<file path="config.mk">
export PLATFORM = sky130hd
export DESIGN_NAME = bcd_seven_segment_scanner
export DESIGN_NICKNAME = d
export VERILOG_FILES = /design/src/rtl/seven_segment_pkg.sv /design/src/rtl/bcd_to_seven_segment.sv /design/src/rtl/bcd_seven_segment_scanner.sv
export SDC_FILE = /design/constraint.sdc
export NUM_CORES = 1
export LEC_CHECK = 0
export BUFFER_PORTS_ARGS = -buffer_cell sky130_fd_sc_hd__buf_2
export CAP_MARGIN = 10
export CORE_MARGIN = 5
export CORE_UTILIZATION = 63
export CTS_CLUSTER_DIAMETER = 80
export DETAILED_ROUTE_END_ITERATION = 8
export HOLD_SLACK_MARGIN = 0.03
export MAX_ROUTING_LAYER = met4
export PLACE_DENSITY = 0.84
export SKIP_LAST_GASP = 1
export SYNTH_ARGS = -nofsm -noshare
export SYNTH_HDL_FRONTEND = slang
export SYNTH_SLANG_ARGS = --single-unit
</file>
<file path="constraint.sdc">
create_clock -name Clk -period 7.7 [get_ports Clk]
set_input_delay 1.54 -clock Clk [delete_from_list [all_inputs] [get_ports Clk]]
set_output_delay 1.54 -clock Clk [all_outputs]
set_load 0.01 [all_outputs]
</file>
<file path="src/rtl/seven_segment_pkg.sv">
// Shared types and segment patterns for the BCD seven-segment display path.
package seven_segment_pkg;

    typedef logic [6:0] segment_t;   // {g,f,e,d,c,b,a}, active-high
    typedef logic [3:0] bcd_digit_t;

    localparam segment_t SEG_0    = 7'h3F;
    localparam segment_t SEG_1    = 7'h06;
    localparam segment_t SEG_2    = 7'h5B;
    localparam segment_t SEG_3    = 7'h4F;
    localparam segment_t SEG_4    = 7'h66;
    localparam segment_t SEG_5    = 7'h6D;
    localparam segment_t SEG_6    = 7'h7D;
    localparam segment_t SEG_7    = 7'h07;
    localparam segment_t SEG_8    = 7'h7F;
    localparam segment_t SEG_9    = 7'h6F;
    localparam segment_t SEG_DASH = 7'h40;
    localparam segment_t SEG_OFF  = 7'h00;

endpackage

</file>
<file path="src/rtl/bcd_to_seven_segment.sv">
// Combinational BCD nibble to active-high segment pattern; non-decimal nibbles show a dash.
module bcd_to_seven_segment
    import seven_segment_pkg::*;
(
    input  bcd_digit_t digit,
    output segment_t   segments_c
);

    // Pattern lookup
    always_comb begin
        segments_c = SEG_DASH;
        case (digit)
            4'd0:    segments_c = SEG_0;
            4'd1:    segments_c = SEG_1;
            4'd2:    segments_c = SEG_2;
            4'd3:    segments_c = SEG_3;
            4'd4:    segments_c = SEG_4;
            4'd5:    segments_c = SEG_5;
            4'd6:    segments_c = SEG_6;
            4'd7:    segments_c = SEG_7;
            4'd8:    segments_c = SEG_8;
            4'd9:    segments_c = SEG_9;
            default: segments_c = SEG_DASH;
        endcase
    end

endmodule

</file>
<file path="src/rtl/bcd_seven_segment_scanner.sv">
// Time-multiplexed seven-segment scanner with frame-synchronous double buffering
// and leading-zero blanking.
module bcd_seven_segment_scanner
    import seven_segment_pkg::*;
#(
    parameter int unsigned DIGITS_COUNT = 3,
    parameter int unsigned CLK_DIVIDER  = 50000,
    parameter int unsigned ACTIVE_LOW   = 1
) (
    input  logic                      Clk,
    input  logic                      nReset,
    input  logic [0:DIGITS_COUNT*4-1] Bcd,
    input  logic                      BcdValid,
    input  logic                      Blank,
    output logic [6:0]                Segments,
    output logic [DIGITS_COUNT-1:0]   Anodes,
    output logic                      FrameDone
);

    localparam int unsigned BCD_W = DIGITS_COUNT * 4;
    localparam int unsigned CNT_W = $clog2(CLK_DIVIDER);
    localparam int unsigned IDX_W = $clog2(DIGITS_COUNT);

    localparam logic [CNT_W-1:0] CNT_LAST = CNT_W'(CLK_DIVIDER - 1);
    localparam logic [IDX_W-1:0] IDX_LAST = IDX_W'(DIGITS_COUNT - 1);

    // XOR masks that both give the idle pattern and apply output polarity
    localparam segment_t                SEG_INACTIVE   = (ACTIVE_LOW != 0) ? 7'h7F : SEG_OFF;
    localparam logic [DIGITS_COUNT-1:0] ANODE_INACTIVE = (ACTIVE_LOW != 0) ? '1 : '0;

    logic [CNT_W-1:0]        count_q,       count_d;
    logic [IDX_W-1:0]        index_q,       index_d;
    logic [0:BCD_W-1]        pending_q,     pending_d;
    logic                    pending_vld_q, pending_vld_d;
    logic [0:BCD_W-1]        display_q,     display_d;
    segment_t                segments_q,    segments_d;
    logic [DIGITS_COUNT-1:0] anodes_q,      anodes_d;
    logic                    frame_done_q,  frame_done_d;

    logic       tick_c;
    logic       boundary_c;
    bcd_digit_t sel_digit_c;
    segment_t   dec_seg_c;
    logic       blank_sel_c;
    logic       zero_run_c;

    assign tick_c     = (count_q == CNT_LAST);
    assign boundary_c = tick_c && (index_q == IDX_LAST);

    // Prescaler, digit index and double-buffered display value
    always_comb begin
        count_d       = count_q + CNT_W'(1);
        index_d       = index_q;
        pending_d     = pending_q;
        pending_vld_d = pending_vld_q;
        display_d     = display_q;
        frame_done_d  = boundary_c;

        if (tick_c) begin
            count_d = '0;
            index_d = (index_q == IDX_LAST) ? '0 : index_q + IDX_W'(1);
        end

        if (boundary_c) begin
            if (BcdValid) begin
                display_d = Bcd;
            end else if (pending_vld_q) begin
                display_d = pending_q;
            end
            pending_vld_d = 1'b0;
        end else if (BcdValid) begin
            pending_d     = Bcd;
            pending_vld_d = 1'b1;
        end
    end

    // Select the upcoming digit and decide whether it is a suppressed leading zero
    always_comb begin
        sel_digit_c = '0;
        blank_sel_c = 1'b0;
        zero_run_c  = 1'b1;
        for (int unsigned i = 0; i < DIGITS_COUNT; i++) begin
            zero_run_c = zero_run_c && (display_d[i*4 +: 4] == 4'd0);
            if (IDX_W'(i) == index_d) begin
                sel_digit_c = display_d[i*4 +: 4];
                blank_sel_c = Blank && zero_run_c && (i != DIGITS_COUNT - 1);
            end
        end
    end

    bcd_to_seven_segment u_decoder (
        .digit      (sel_digit_c),
        .segments_c (dec_seg_c)
    );

    // Segments and anodes change together, only on a tick
    always_comb begin
        segments_d = segments_q;
        anodes_d   = anodes_q;
        if (tick_c) begin
            segments_d = (blank_sel_c ? SEG_OFF : dec_seg_c) ^ SEG_INACTIVE;
            anodes_d   = (DIGITS_COUNT'(1) << index_d) ^ ANODE_INACTIVE;
        end
    end

    // State and output registers
    always_ff @(posedge Clk or negedge nReset) begin
        if (!nReset) begin
            count_q       <= '0;
            index_q       <= IDX_LAST;
            pending_q     <= '0;
            pending_vld_q <= 1'b0;
            display_q     <= '0;
            segments_q    <= SEG_INACTIVE;
            anodes_q      <= ANODE_INACTIVE;
            frame_done_q  <= 1'b0;
        end else begin
            count_q       <= count_d;
            index_q       <= index_d;
            pending_q     <= pending_d;
            pending_vld_q <= pending_vld_d;
            display_q     <= display_d;
            segments_q    <= segments_d;
            anodes_q      <= anodes_d;
            frame_done_q  <= frame_done_d;
        end
    end

    assign Segments  = segments_q;
    assign Anodes    = anodes_q;
    assign FrameDone = frame_done_q;

endmodule

</file>
==> flow_metrics.tcl <==
set metrics [dict create \
    cts_tree "built" \
    p_clk_share_pct 33.2 \
    yosysMostFrequentCell "dfrtp_1" \
    drc 0 \
    p_per_area_nw_per_um2 158 \
    grt_max_degree 55 \
    ys_warn_count 0 \
    worstPathArrival_ns 3.88 \
    fp.coreArea_um2 4350 \
    grt_pass1_wl_um 10000 \
    cts_hold_buf 0 \
    dr_total_vias 2121 \
    synth_top_area_share_pct 38.0 \
    routedWlPerCell_um 16.2 \
    drt_iter0_drc 240 \
    synthesis.area_um2 2830 \
    max-slew-margin-rel_pct 55.5 \
    synth-seq-cells 54 \
    rsz0062_at_grt "no" \
    setup-tns-final_ns 0 \
    die_area_um2 5930 \
    portBuffers 26 \
    dr.pass1.iters 4 \
    postRouteAntennaNets 0 \
    p_comb_share_pct 5.4 \
    area_growth_pct 6.94 \
    fin_crit_sh_pct 47.5 \
    power_switching_uw 103 \
    ys.flop_type "dfrtp_1" \
    path_class "in2reg" \
    synthAdderAreaFrac_pct 2.65 \
    switching_share_pct 21.6 \
    rows 24 \
    seq_area_frac_synth_pct 48.2 \
    cts_buffer_depth 2 \
    synth_top_area_cell "dfrtp_1" \
    place.gp.congestion 0.841 \
    grt_pass1_vias 2137 \
    yosysUniqueCellTypes 56 \
    p_seq_share_pct 61.4 \
    hold_class "reg2reg" \
    avgSynthCellArea_um2 10.4 \
    dp_hpwl_um 3950 \
    antenna_cells 0 \
    synth_xor_area_share_pct 3.71 \
    period_needed_ns 3.66 \
    start_util_pct 65.0 \
    netlist_instances 273 \
    finClkSkew_ns 0.0117 \
    drive_above_1_share_pct 23.9 \
    start_kind "input pin" \
    clk_pin_slew_ns 0.08 \
    synthTopCellsByCount "dfrtp_1 (43), nor2_1 (32), nand2_1 (17), inv_1 (12), mux2_2 (12)" \
    cp_max_fo 14 \
    synthMuxAreaShare_pct 7.34 \
    cap_violations 0 \
    via_per_inst 6.15 \
    fill_cells 331 \
    synth_edf_count 0 \
    ios 27 \
    wl_um 5590 \
    worst_slew_pin_slew_ns 0.667 \
    gr-total-overflow 0 \
    cts-root-buf "clkbuf_8" \
    synthArstFlopShare_pct 100 \
    peakVddDrop_v 0.000125 \
    seq_area_um2 1370 \
    max_freq_ghz 0.273 \
    finalSetupViolCount 0 \
    antenna_found_initial 0 \
    p_leak_uw 0.00141 \
    cts_resized 0 \
    post-cts-setup-buffers 0 \
    syn_nets 295 \
    drv_slew 0 \
    die_width_um 77.0 \
    status "finished clean" \
    ctsHtreeMaxLevel 2 \
    hold_ws_ns 0.474 \
    clock_sinks 54 \
    synth_compound_area_share_pct 14.1 \
    clk_latency_ns 0.31 \
    hold_viol 0 \
    netlist_top_cells_area "dfrtp_1 (38%), dfstp_2 (10%), mux2_2 (4.8%)" \
    die_h_um 77.0 \
    numCtsBuffers 5 \
    crit_required_ns 7.92 \
    multi_input_comb_area_um2 1300 \
    track_usage_pct 21.2 \
    nets 314 \
    synth_top_family_by_area "simple AND/OR/NAND/NOR gates" \
    end_kind "flip-flop" \
    p_int_uw 375 \
    synthSimpleGateAreaFrac_pct 18.3 \
]
## through the flow
| step | setup slack, ns | util, % | power, uW | instance area, um^2 | std cells |
|---|---|---|---|---|---|
| final | 4.04 | 69.5 | 478 | 3030 | 345 |
| after global routing | 3.79 | 69.5 | 503 | 3030 | 345 |
| after CTS | 4.08 | 69.5 | 485 | 3030 | 345 |
| after detailed placement | 3.75 | 67.4 | 325 | 2940 | 337 |
| after global placement | 3.81 | 67.4 | 324 | 2940 | 337 |
| after floorplan | 4.17 | - | 312 | 2830 | 273 |
## sequential cells by signal (all words and copies together), names as in the netlist
| signal | count |
|---|---|
| FrameDone | 1 |
| Anodes | 3 |
| pending_q | 12 |
| index_q | 2 |
| display_q | 12 |
| pending_vld_q | 1 |
| count_q | 16 |
| Segments | 7 |
## layer usage
layer | track usage (%) | up-vias | wire [um]
met5 | - | - | 0
met4 | 6.70 | 0 | 62
met3 | 4.10 | 6 | 297
met2 | 32.8 | 70 | 2740
met1 | 28.3 | 1033 | 2490
li1 | - | 1012 | -
## worst max-delay path, cell delays in order
cell,delay [ns]
buf_2,0.18
nor2b_1,0.17
nand2_1,0.09
o32a_1,0.30
and4_1,0.19
a2111oi_0,0.41
a211o_1,0.25
ha_1,0.17
inv_1,0.05
or3b_1,0.36
o21ai_1,0.08
a21oi_1,0.08
## path summary, 6_finish.rpt
path / from / slack (ns) / to / depth (start not counted)
max reg2reg: count_q[0] / 4.10 / Segments[4] / 12
max: BcdValid / 4.04 / Segments[4] / 12
min reg2reg: count_q[0] / 0.47 / count_q[0] / 1
max in group asynchronous: nReset / 5.90 / count_q[2] / 2
min in group asynchronous: nReset / 1.31 / FrameDone / 2
min: count_q[0] / 0.47 / count_q[0] / 1
## power by group through the flow
| stage | Combinational (uW) | Clock (uW) | Sequential, uW |
|---|---|---|---|
| global route | 29.5 | 179 | 295 |
| CTS | 26.4 | 165 | 294 |
| floorplan | 14.3 | 0 | 298 |
| global placement | 25.7 | 0 | 299 |
| detailed placement | 26.3 | 0 | 299 |
| finish | 25.8 | 159 | 294 |
## kinds of logic after synthesis
logic type               after synthesis
AND/OR/NAND/NOR                       97
AO/OA/AOI/OAI                         56
flip-flops                            54
buffers and inverters                 30
multiplexers                          18
XOR/XNOR                              12
adder cells (fa/ha/maj)                6
## cell usage in the layout, fill, tap and decap left out, drive strengths merged, types with 3 or more instances in the layout
cell	instances
and3	6
nor2	32
nand3	4
o21a	3
a211oi	6
nor3	8
mux2i	6
xor2	7
mux2	12
o22a	5
nand4b	3
nand2	18
or2	4
xnor2	5
o22ai	11
and2	4
or3	3
nand4	3
clkbuf	7
ha	6
o21ai	8
buf	29
a21oi	8
dfstp	11
dfrtp	43
inv	13
a41oi	4
## final cells by class
type | count | area share, %
inverters | 13 | 1.61
well taps | 52 | 2.15
multi-input cells | 189 | 43.1
repair buffers | 29 | 5.04
clock buffers | 7 | 2.85
flip-flops and latches | 54 | 45.1
clock inverters | 1 | 0.165
Note: power is estimated with default switching activity, not from simulation.
